$ cat config.mk
export PLATFORM = sky130hd
export DESIGN_NAME = sha_block_sequencer
export DESIGN_NICKNAME = d
export VERILOG_FILES = /design/src/rtl/sha_pkg.sv /design/src/rtl/sha_pad_builder.sv /design/src/rtl/sha_block_sequencer.sv
export SDC_FILE = /design/constraint.sdc
export NUM_CORES = 2
export LEC_CHECK = 0
export CAP_MARGIN = 5
export CORE_AREA = 2 2 474 476
export CTS_CLUSTER_DIAMETER = 30
export DETAILED_ROUTE_END_ITERATION = 7
export DIE_AREA = 0 0 476 478
export PLACE_DENSITY = 0.44
export SKIP_LAST_GASP = 1
export SYNTH_ARGS = -nofsm -noshare
export SYNTH_HDL_FRONTEND = slang
export SYNTH_SLANG_ARGS = --single-unit
$ cat constraint.sdc
create_clock -name clk -period 2.8 [get_ports clk]
set_input_delay 0.28 -clock clk [delete_from_list [all_inputs] [get_ports clk]]
set_output_delay 0.28 -clock clk [all_outputs]
set_load 0.02 [all_outputs]
$ cat src/rtl/sha_pkg.sv
// Shared constants, block-count helper and sequencer state type for the SHA-256 input stage.
package sha_pkg;

  localparam int SHA_BLK_BITS = 512;
  localparam int SHA_LEN_BITS = 64;

  typedef enum logic [1:0] {
    ST_IDLE = 2'd0,
    ST_EMIT = 2'd1,
    ST_DONE = 2'd2
  } seq_state_t;

  // Blocks needed for an l-bit message plus the '1' marker bit and the 64-bit length field.
  function automatic int sha_nblocks(input int l);
    return (l + SHA_LEN_BITS + 1 + SHA_BLK_BITS - 1) / SHA_BLK_BITS;
  endfunction

endpackage

$ cat src/rtl/sha_pad_builder.sv
// Combinational builder of the padded message {hdr, nonce, 1, 0..0, L}; returns 512-bit block idx.
module sha_pad_builder
  import sha_pkg::*;
#(
  parameter int HDR_BITS   = 608,
  parameter int NONCE_BITS = 32,
  parameter int NBLK       = 2,
  parameter int IDX_W      = 1
) (
  input  logic [HDR_BITS-1:0]     hdr,
  input  logic [NONCE_BITS-1:0]   nonce,
  input  logic [IDX_W-1:0]        idx,
  output logic [SHA_BLK_BITS-1:0] blk
);

  localparam int                      L   = HDR_BITS + NONCE_BITS;
  localparam int                      PW  = NBLK * SHA_BLK_BITS;
  localparam logic [SHA_LEN_BITS-1:0] LEN = SHA_LEN_BITS'(L);

  logic [PW-1:0] msg;

  always_comb begin
    msg = '0;
    msg[PW-1 -: HDR_BITS]            = hdr;
    msg[PW-1-HDR_BITS -: NONCE_BITS] = nonce;
    msg[PW-1-L]                      = 1'b1;
    msg[SHA_LEN_BITS-1:0]            = LEN;
  end

  // Block 0 is the most significant slice, so the first message bit leaves first.
  always_comb begin
    blk = '0;
    for (int k = 0; k < NBLK; k++) begin
      if (idx == IDX_W'(k)) blk = msg[PW-1-k*SHA_BLK_BITS -: SHA_BLK_BITS];
    end
  end

endmodule

$ cat src/rtl/sha_block_sequencer.sv
// SHA-256 input stage: streams the padded message for one nonce, or a nonce sweep, as 512-bit blocks.
module sha_block_sequencer
  import sha_pkg::*;
#(
  parameter int HDR_BITS   = 608,
  parameter int NONCE_BITS = 32
) (
  input  logic                    clk,
  input  logic                    n_rst,
  input  logic                    start,
  input  logic                    sweep,
  input  logic                    stop,
  input  logic [HDR_BITS-1:0]     hdr,
  input  logic [NONCE_BITS-1:0]   nonce_start,
  input  logic [NONCE_BITS-1:0]   nonce_end,
  output logic [SHA_BLK_BITS-1:0] blk_data,
  output logic                    blk_valid,
  input  logic                    blk_ready,
  output logic                    blk_first,
  output logic                    blk_last,
  output logic [NONCE_BITS-1:0]   blk_nonce,
  output logic                    busy,
  output logic                    done,
  output logic                    wrapped
);

  localparam int                L        = HDR_BITS + NONCE_BITS;
  localparam int                NBLK     = sha_nblocks(L);
  localparam int                IDX_W    = (NBLK > 1) ? $clog2(NBLK) : 1;
  localparam logic [IDX_W-1:0]  LAST_IDX = IDX_W'(NBLK - 1);

  // Widths are int, so L always fits the 64-bit length field; only the ranges need guarding.
  if (NONCE_BITS < 1 || NONCE_BITS > 32 || HDR_BITS < 1) begin : g_param_chk
    $error("sha_block_sequencer: HDR_BITS must be >= 1 and NONCE_BITS in 1..32");
  end

  seq_state_t              state_q, state_d;
  logic [HDR_BITS-1:0]     hdr_q;
  logic [NONCE_BITS-1:0]   nonce_q;
  logic [NONCE_BITS-1:0]   nonce_end_q;
  logic                    sweep_q;
  logic                    stop_q;
  logic                    wrapped_q;
  logic [IDX_W-1:0]        idx_q;
  logic [SHA_BLK_BITS-1:0] pad_blk;
  logic                    xfer;
  logic                    at_last;
  logic                    job_end;

  sha_pad_builder #(
    .HDR_BITS  (HDR_BITS),
    .NONCE_BITS(NONCE_BITS),
    .NBLK      (NBLK),
    .IDX_W     (IDX_W)
  ) u_pad (
    .hdr  (hdr_q),
    .nonce(nonce_q),
    .idx  (idx_q),
    .blk  (pad_blk)
  );

  assign blk_valid = (state_q == ST_EMIT);
  assign busy      = (state_q != ST_IDLE);
  assign done      = (state_q == ST_DONE);
  assign xfer      = blk_valid & blk_ready;
  assign at_last   = (idx_q == LAST_IDX);
  // A stop arriving with the last transfer still ends the job without starting the next nonce.
  assign job_end   = !sweep_q || (nonce_q == nonce_end_q) || stop_q || stop;

  assign blk_data  = blk_valid ? pad_blk : '0;
  assign blk_first = blk_valid && (idx_q == '0);
  assign blk_last  = blk_valid && at_last;
  assign blk_nonce = nonce_q;
  assign wrapped   = wrapped_q;

  always_comb begin
    state_d = state_q;
    case (state_q)
      ST_IDLE: if (start) state_d = ST_EMIT;
      ST_EMIT: if (xfer && at_last && job_end) state_d = ST_DONE;
      ST_DONE: state_d = ST_IDLE;
      default: state_d = ST_IDLE;
    endcase
  end

  always_ff @(posedge clk) begin
    if (!n_rst) state_q <= ST_IDLE;
    else        state_q <= state_d;
  end

  always_ff @(posedge clk) begin
    if (!n_rst) begin
      hdr_q       <= '0;
      nonce_q     <= '0;
      nonce_end_q <= '0;
      sweep_q     <= 1'b0;
      stop_q      <= 1'b0;
      wrapped_q   <= 1'b0;
      idx_q       <= '0;
    end else begin
      case (state_q)
        ST_IDLE: begin
          if (start) begin
            hdr_q       <= hdr;
            nonce_q     <= nonce_start;
            nonce_end_q <= nonce_end;
            sweep_q     <= sweep;
            stop_q      <= 1'b0;
            wrapped_q   <= 1'b0;
            idx_q       <= '0;
          end
        end
        ST_EMIT: begin
          if (stop) stop_q <= 1'b1;
          if (xfer) begin
            if (!at_last) begin
              idx_q <= idx_q + 1'b1;
            end else if (!job_end) begin
              // Next nonce starts immediately so the stream has no bubble between messages.
              nonce_q <= nonce_q + 1'b1;
              idx_q   <= '0;
              if (&nonce_q) wrapped_q <= 1'b1;
            end
          end
        end
        default: ;
      endcase
    end
  end

endmodule
# Yosys cells after proc, flatten, opt, wreduce, memory -nomap -nowiden
# Index checks and enable logic that the tools add are counted.
[totals]
register_bits = 678
[classes]
addsub = 2
n_eq_ne = 10
n_bitwise = 2
n_reduce_logical = 18
mux = 22
[op_table]
columns = ["operator", "count"]
rows = [
  ["2-to-1 mux 512 bit", 2],
  ["2-to-1 mux 32 bit", 4],
  ["one-hot mux 32 bit (2 select lines)", 1],
  ["adder 32 x 1 -> 32 bit (second input constant)", 1],
  ["== test 32 bit", 1],
  ["AND reduction 32 bit", 1],
  ["2-to-1 mux 1 bit", 9],
  ["!= test 2 x 1 -> 1 bit (second input constant)", 4],
  ["!= test 2 bit (second input constant)", 3],
  ["one-hot mux 1 bit (2 select lines)", 3],
  ["AND reduction 3 bit", 2],
  ["AND reduction 6 bit", 1],
  ["AND reduction 5 bit", 1],
  ["logical AND 1 bit", 4],
  ["2-to-1 mux 2 bit", 2],
  ["one-hot mux 2 bit (2 select lines)", 1],
  ["AND reduction 2 bit", 2],
  ["nonzero test 2 bit", 2],
  ["logical OR 1 bit", 3],
  ["== test 2 x 1 -> 1 bit (second input constant)", 1],
  ["== test 2 bit (second input constant)", 1],
  ["zero test 2 bit", 1],
  ["adder 1 bit (second input constant)", 1],
  ["bitwise AND 1 bit", 1],
  ["2 further kinds", 2],
]

# Depth between registers and ports, before layout
[depth]
ltp_word = 8
ltp_mapped = 8
ltp_nobuf = 7

# Modules after synthesis
# Synthesis repeated with hierarchy kept, for this count alone.
[hier_totals]
hier_cells = 4302
area_unflattened_um2 = 32581.2
[by_module_without_submodules]
columns = ["mod", "seq_area_each_um2", "area_per_inst_um2", "instances", "cells_each"]
rows = [
  ["sha_block_sequencer", 13573.0, 28026.9, 1, 3733],
  ["sha_pad_builder", 0.0, 4554.4, 1, 569],
]

# Least setup slack after synthesis
# No wires, ideal clock.
[synth_path]
kind = "register to register"
from = "register nonce_q[0], in the netlist blk_nonce[0]"
to = "register nonce_q[30], in the netlist blk_nonce[30]"
path_buffers = 1
setup_slack_ps = 613
t_arrival_ps = 2111
stages_incl_launch_ff = 9
required_ps = 2724
path_cell_list = "dfxtp_1 -> ha_1 -> and4_1 -> buf_4 -> nand3_4 -> nor4_4 -> nand3_1 -> o41a_1 -> o22ai_1"
[synth_between]
elab_chain_len = 6
word_cells_on_any_way = 11
[synth_rtl]
columns = ["element", "line", "source"]
rows = [
  ["from (decl)", "sha_block_sequencer.sv:39", "logic [NONCE_BITS-1:0] nonce_q;"],
  ["from (signal assigned)", "sha_block_sequencer.sv:105", "nonce_q <= nonce_start;"],
  ["from (signal assigned)", "sha_block_sequencer.sv:120", "nonce_q <= nonce_q + 1'b1;"],
  ["branches (longest 6 deep; another with adder 32 x 1 -> 32 bit)", "--", ""],
]
# Several ways; the timed one is not identified. The select of a mux whose other input is x is not followed.
# A chain may end at the register's enable or synchronous reset.

# Final worst setup path
[layout_path]
from = "register idx_q, in the netlist at_last"
to = "output blk_data[46]"
[layout_between]
elab_chain_len = 2
[layout_rtl]
columns = ["element", "line", "source"]
rows = [
  ["from (decl)", "sha_block_sequencer.sv:44", "logic [IDX_W-1:0] idx_q;"],
  ["from (signal assigned)", "sha_block_sequencer.sv:117", "idx_q <= idx_q + 1'b1;"],
  ["2-to-1 mux 512 bit", "sha_pad_builder.sv:34", "if (idx == IDX_W'(k)) blk = msg[PW-1-k*SHA_BLK_BITS -: SHA_BLK_BITS];"],
  ["2-to-1 mux 512 bit", "sha_block_sequencer.sv:70", "assign blk_data = blk_valid ? pad_blk : '0;"],
  ["to (decl)", "sha_block_sequencer.sv:16", "output logic [SHA_BLK_BITS-1:0] blk_data,"],
]
# No other way between the ends.

==> qor.txt <==
Crit-path cells -> buf_4 -> nor2_4 -> buf_8 -> and2_1 -> clkdlybuf4s50_1
Via Count -> 35000
Die Width -> 476 um
Failing checks -> negative setup slack
Post-synth top area share -> 46.5%
CTS root buffer -> clkbuf_16
CTS Buffer Depth -> 3
Crit Path Max Fanout -> 45
Util after Layout -> 27.5%
Vias in the first global route -> 35400
Syn-to-layout area delta -> 110%
Most common cell in the netlist -> nand2_1
Crit path kind -> flip-flop to output pin
Final WL -> 190 mm
Largest net degree at the start of global routing -> 156
Mapped cell area -> 29200 um^2
Worst skew pair latency -> 0.81 ns
Final Cycle Share -> 105%
Seq/Total Area, Yosys -> 46.5%
Endpoints failing setup -> 102
Unrepaired setup endpoints after global routing -> true
Hold slack -> 0.0871 ns
Layout Nets -> 6429
Synth cell count leaders -> nand2_1, dfxtp_1, a21oi_1
Async SR Flop Fraction -> 0%
Ys Warns -> 0
Min-Delay Path Class -> input pin to flip-flop
Post-DP HPWL -> 140 mm
Startpoint Class -> flip-flop
CP Capture Type -> output pin
#FFs+latches synth -> 678
Final worst slack -> -0.147 ns
Max IR drop VDD -> 559 uV
Max-Cap Viols -> 0
Setup TNS -> -4.37 ns
Pre-CTS WS -> -0.173 ns
DR WL/cell -> 21.2 um
Req. time, crit path -> 2.52 ns
Gr usage total -> 15.4%
Antenna violations before repair -> 61
ANT nets after route -> 0
FMAX -> 0.339 GHz
Clock slew at reported path FFs -> 0.04 ns
Port Buffer Count -> 1227
Max stage delay cell, worst path -> clkdlybuf4s50_1
Row count -> 174
Starting Density -> 13.1%
Die span in y -> 478 um
Post-synth top flop -> dfxtp_1
DRT Pass-1 Iters -> 5
Sink Count -> 678
Total gr overflow -> 0
R2r setup slk -> -0.12 ns
Die area -> 228000 um^2
Tmin final -> 2.95 ns
Layout cell share with drive strength beyond 1 -> 19.9%
Core area -> 223000 um^2
Yosys cell types -> 76
Slew Limit Fails -> 0
Initial DRC Count -> 1933
Max_slew headroom -> 20.0%
Mapped Nets -> 4546
CTS tree -> done
Global-route wire length before repair -> 254 mm
Vias/cell -> 3.90
Io pins -> 1228
Worst Max-Slew Pin Slew -> 1.20 ns
Pwr Density -> 698 nW/um^2
Clock Skew -> 0.0614 ns
Htree depth -> 4
Placer Congestion -> 0.881
Drt drc -> 0
Final hold viol count -> 0
CTS buffer count -> 220
Outcome -> finished with violations
Leak -> 0.0255 uW
Slowest Stage Delay on Critical Path -> 0.63 ns
Main area contributors after synthesis -> dfxtp_1, nand2_1, a21oi_1, and2_1, mux2i_1
Largest area contributor in the netlist -> dfxtp_1
Critical Path AT -> 2.67 ns
Syn avg cell area -> 7.55 um^2
Synth Instances -> 3867
Number of synthesized flops with an enable pin -> 0
-- kinds of logic (layout without fill, tap and decap cells) --
family / count (synthesis) / in the layout / share of synthesized area (%)
AOI/OAI and AO/OA: 752 / 752 / 13.9
xor gates and xnor gates: 32 / 32 / 0.959
adders and majority gates: 1 / 1 / 0.0428
buffers and inverters: 327 / 2399 / 4.79
DFF: 678 / 678 / 46.5
muxes: 129 / 129 / 4.42
other: 0 / 27 / 0
and+or+nand+nor: 1948 / 1948 / 29.4
-- through the flow --
stage                     power [uW]  cells  instance area (um^2)
final                          42800   8958                 61300
after global placement         16200   7901                 46100
after CTS                      42600   8848                 59400
after global routing           44400   8953                 61300
after detailed placement       16300   7901                 46100
after floorplan                13200   3867                 29200
-- placed cells by master, fill, tap and decap left out, types with 55 or more instances in the layout --
| cell | n |
|---|---|
| a21oi_1 | 657 |
| nor2_1 | 150 |
| nand2_1 | 1318 |
| clkinv_2 | 55 |
| dlygate4sd3_1 | 532 |
| mux2i_1 | 123 |
| clkbuf_2 | 94 |
| dlymetal6s2s_1 | 96 |
| and2_1 | 198 |
| dfxtp_1 | 675 |
| clkbuf_8 | 58 |
| clkdlybuf4s50_1 | 778 |
| buf_4 | 141 |
| and2_4 | 173 |
| buf_12 | 145 |
| clkbuf_16 | 240 |
| buf_6 | 118 |
-- state kept, by name, indices dropped and copies added, names as in the netlist --
signal,flops
sweep_q,1
at_last,1
stop_q,1
wrapped,1
hdr_q,608
state_q,2
nonce_end_q,32
blk_nonce,32
-- final cells by class --
cell class	instances	area [um^2]
multi-input cells	2862	14800
inverters	8	37.5
flip-flops and latches	678	13600
well taps	2992	3740
fillers	24100	162000
repair buffers	1980	21300
diodes	27	67.6
clock buffers	313	6460
clock inverters	98	1300
-- metal layers --
| layer | vias up | share of wire (%) | GRT usage, % |
|---|---|---|---|
| met5 | - | 0.13 | 0 |
| met4 | 40 | 3.9 | 5.94 |
| met3 | 355 | 9.4 | 5.63 |
| met2 | 1431 | 47 | 25.5 |
| met1 | 16700 | 40 | 18.0 |
| li1 | 16500 | - | - |
-- final timing paths --
kind / startpoint / to / cells after the start
max: at_last / blk_data[46] / 5
min: hdr[473] / hdr_q[473] / 3
max reg2reg: state_q[1] / blk_nonce[11] / 10
min reg2reg: hdr_q[210] / hdr_q[210] / 2
-- power breakdown --
part           leakage [uW]  switching (uW)  internal, uW
registers           0.00557             455         10400
logic                0.0161            3370          3270
clock network       0.00384            7380         17900
total                0.0255           11200         31600
-- worst max-delay path: cells and delay by family, from the launching register on --
family	cells	cell delay, ns
buffers and inverters	3	1.02
DFF	1	0.38
and+or+nand+nor	2	0.40
-- what timing repair did --
item,in CTS,in global routing
hold buffers,532,0
pin swaps,0,58
setup buffers,3,51
endpoints found under the hold margin,532,0
resized for setup,144,1034
cloned,2,33
endpoints found under the setup margin,466,488
(Power assumes the default switching activity.)
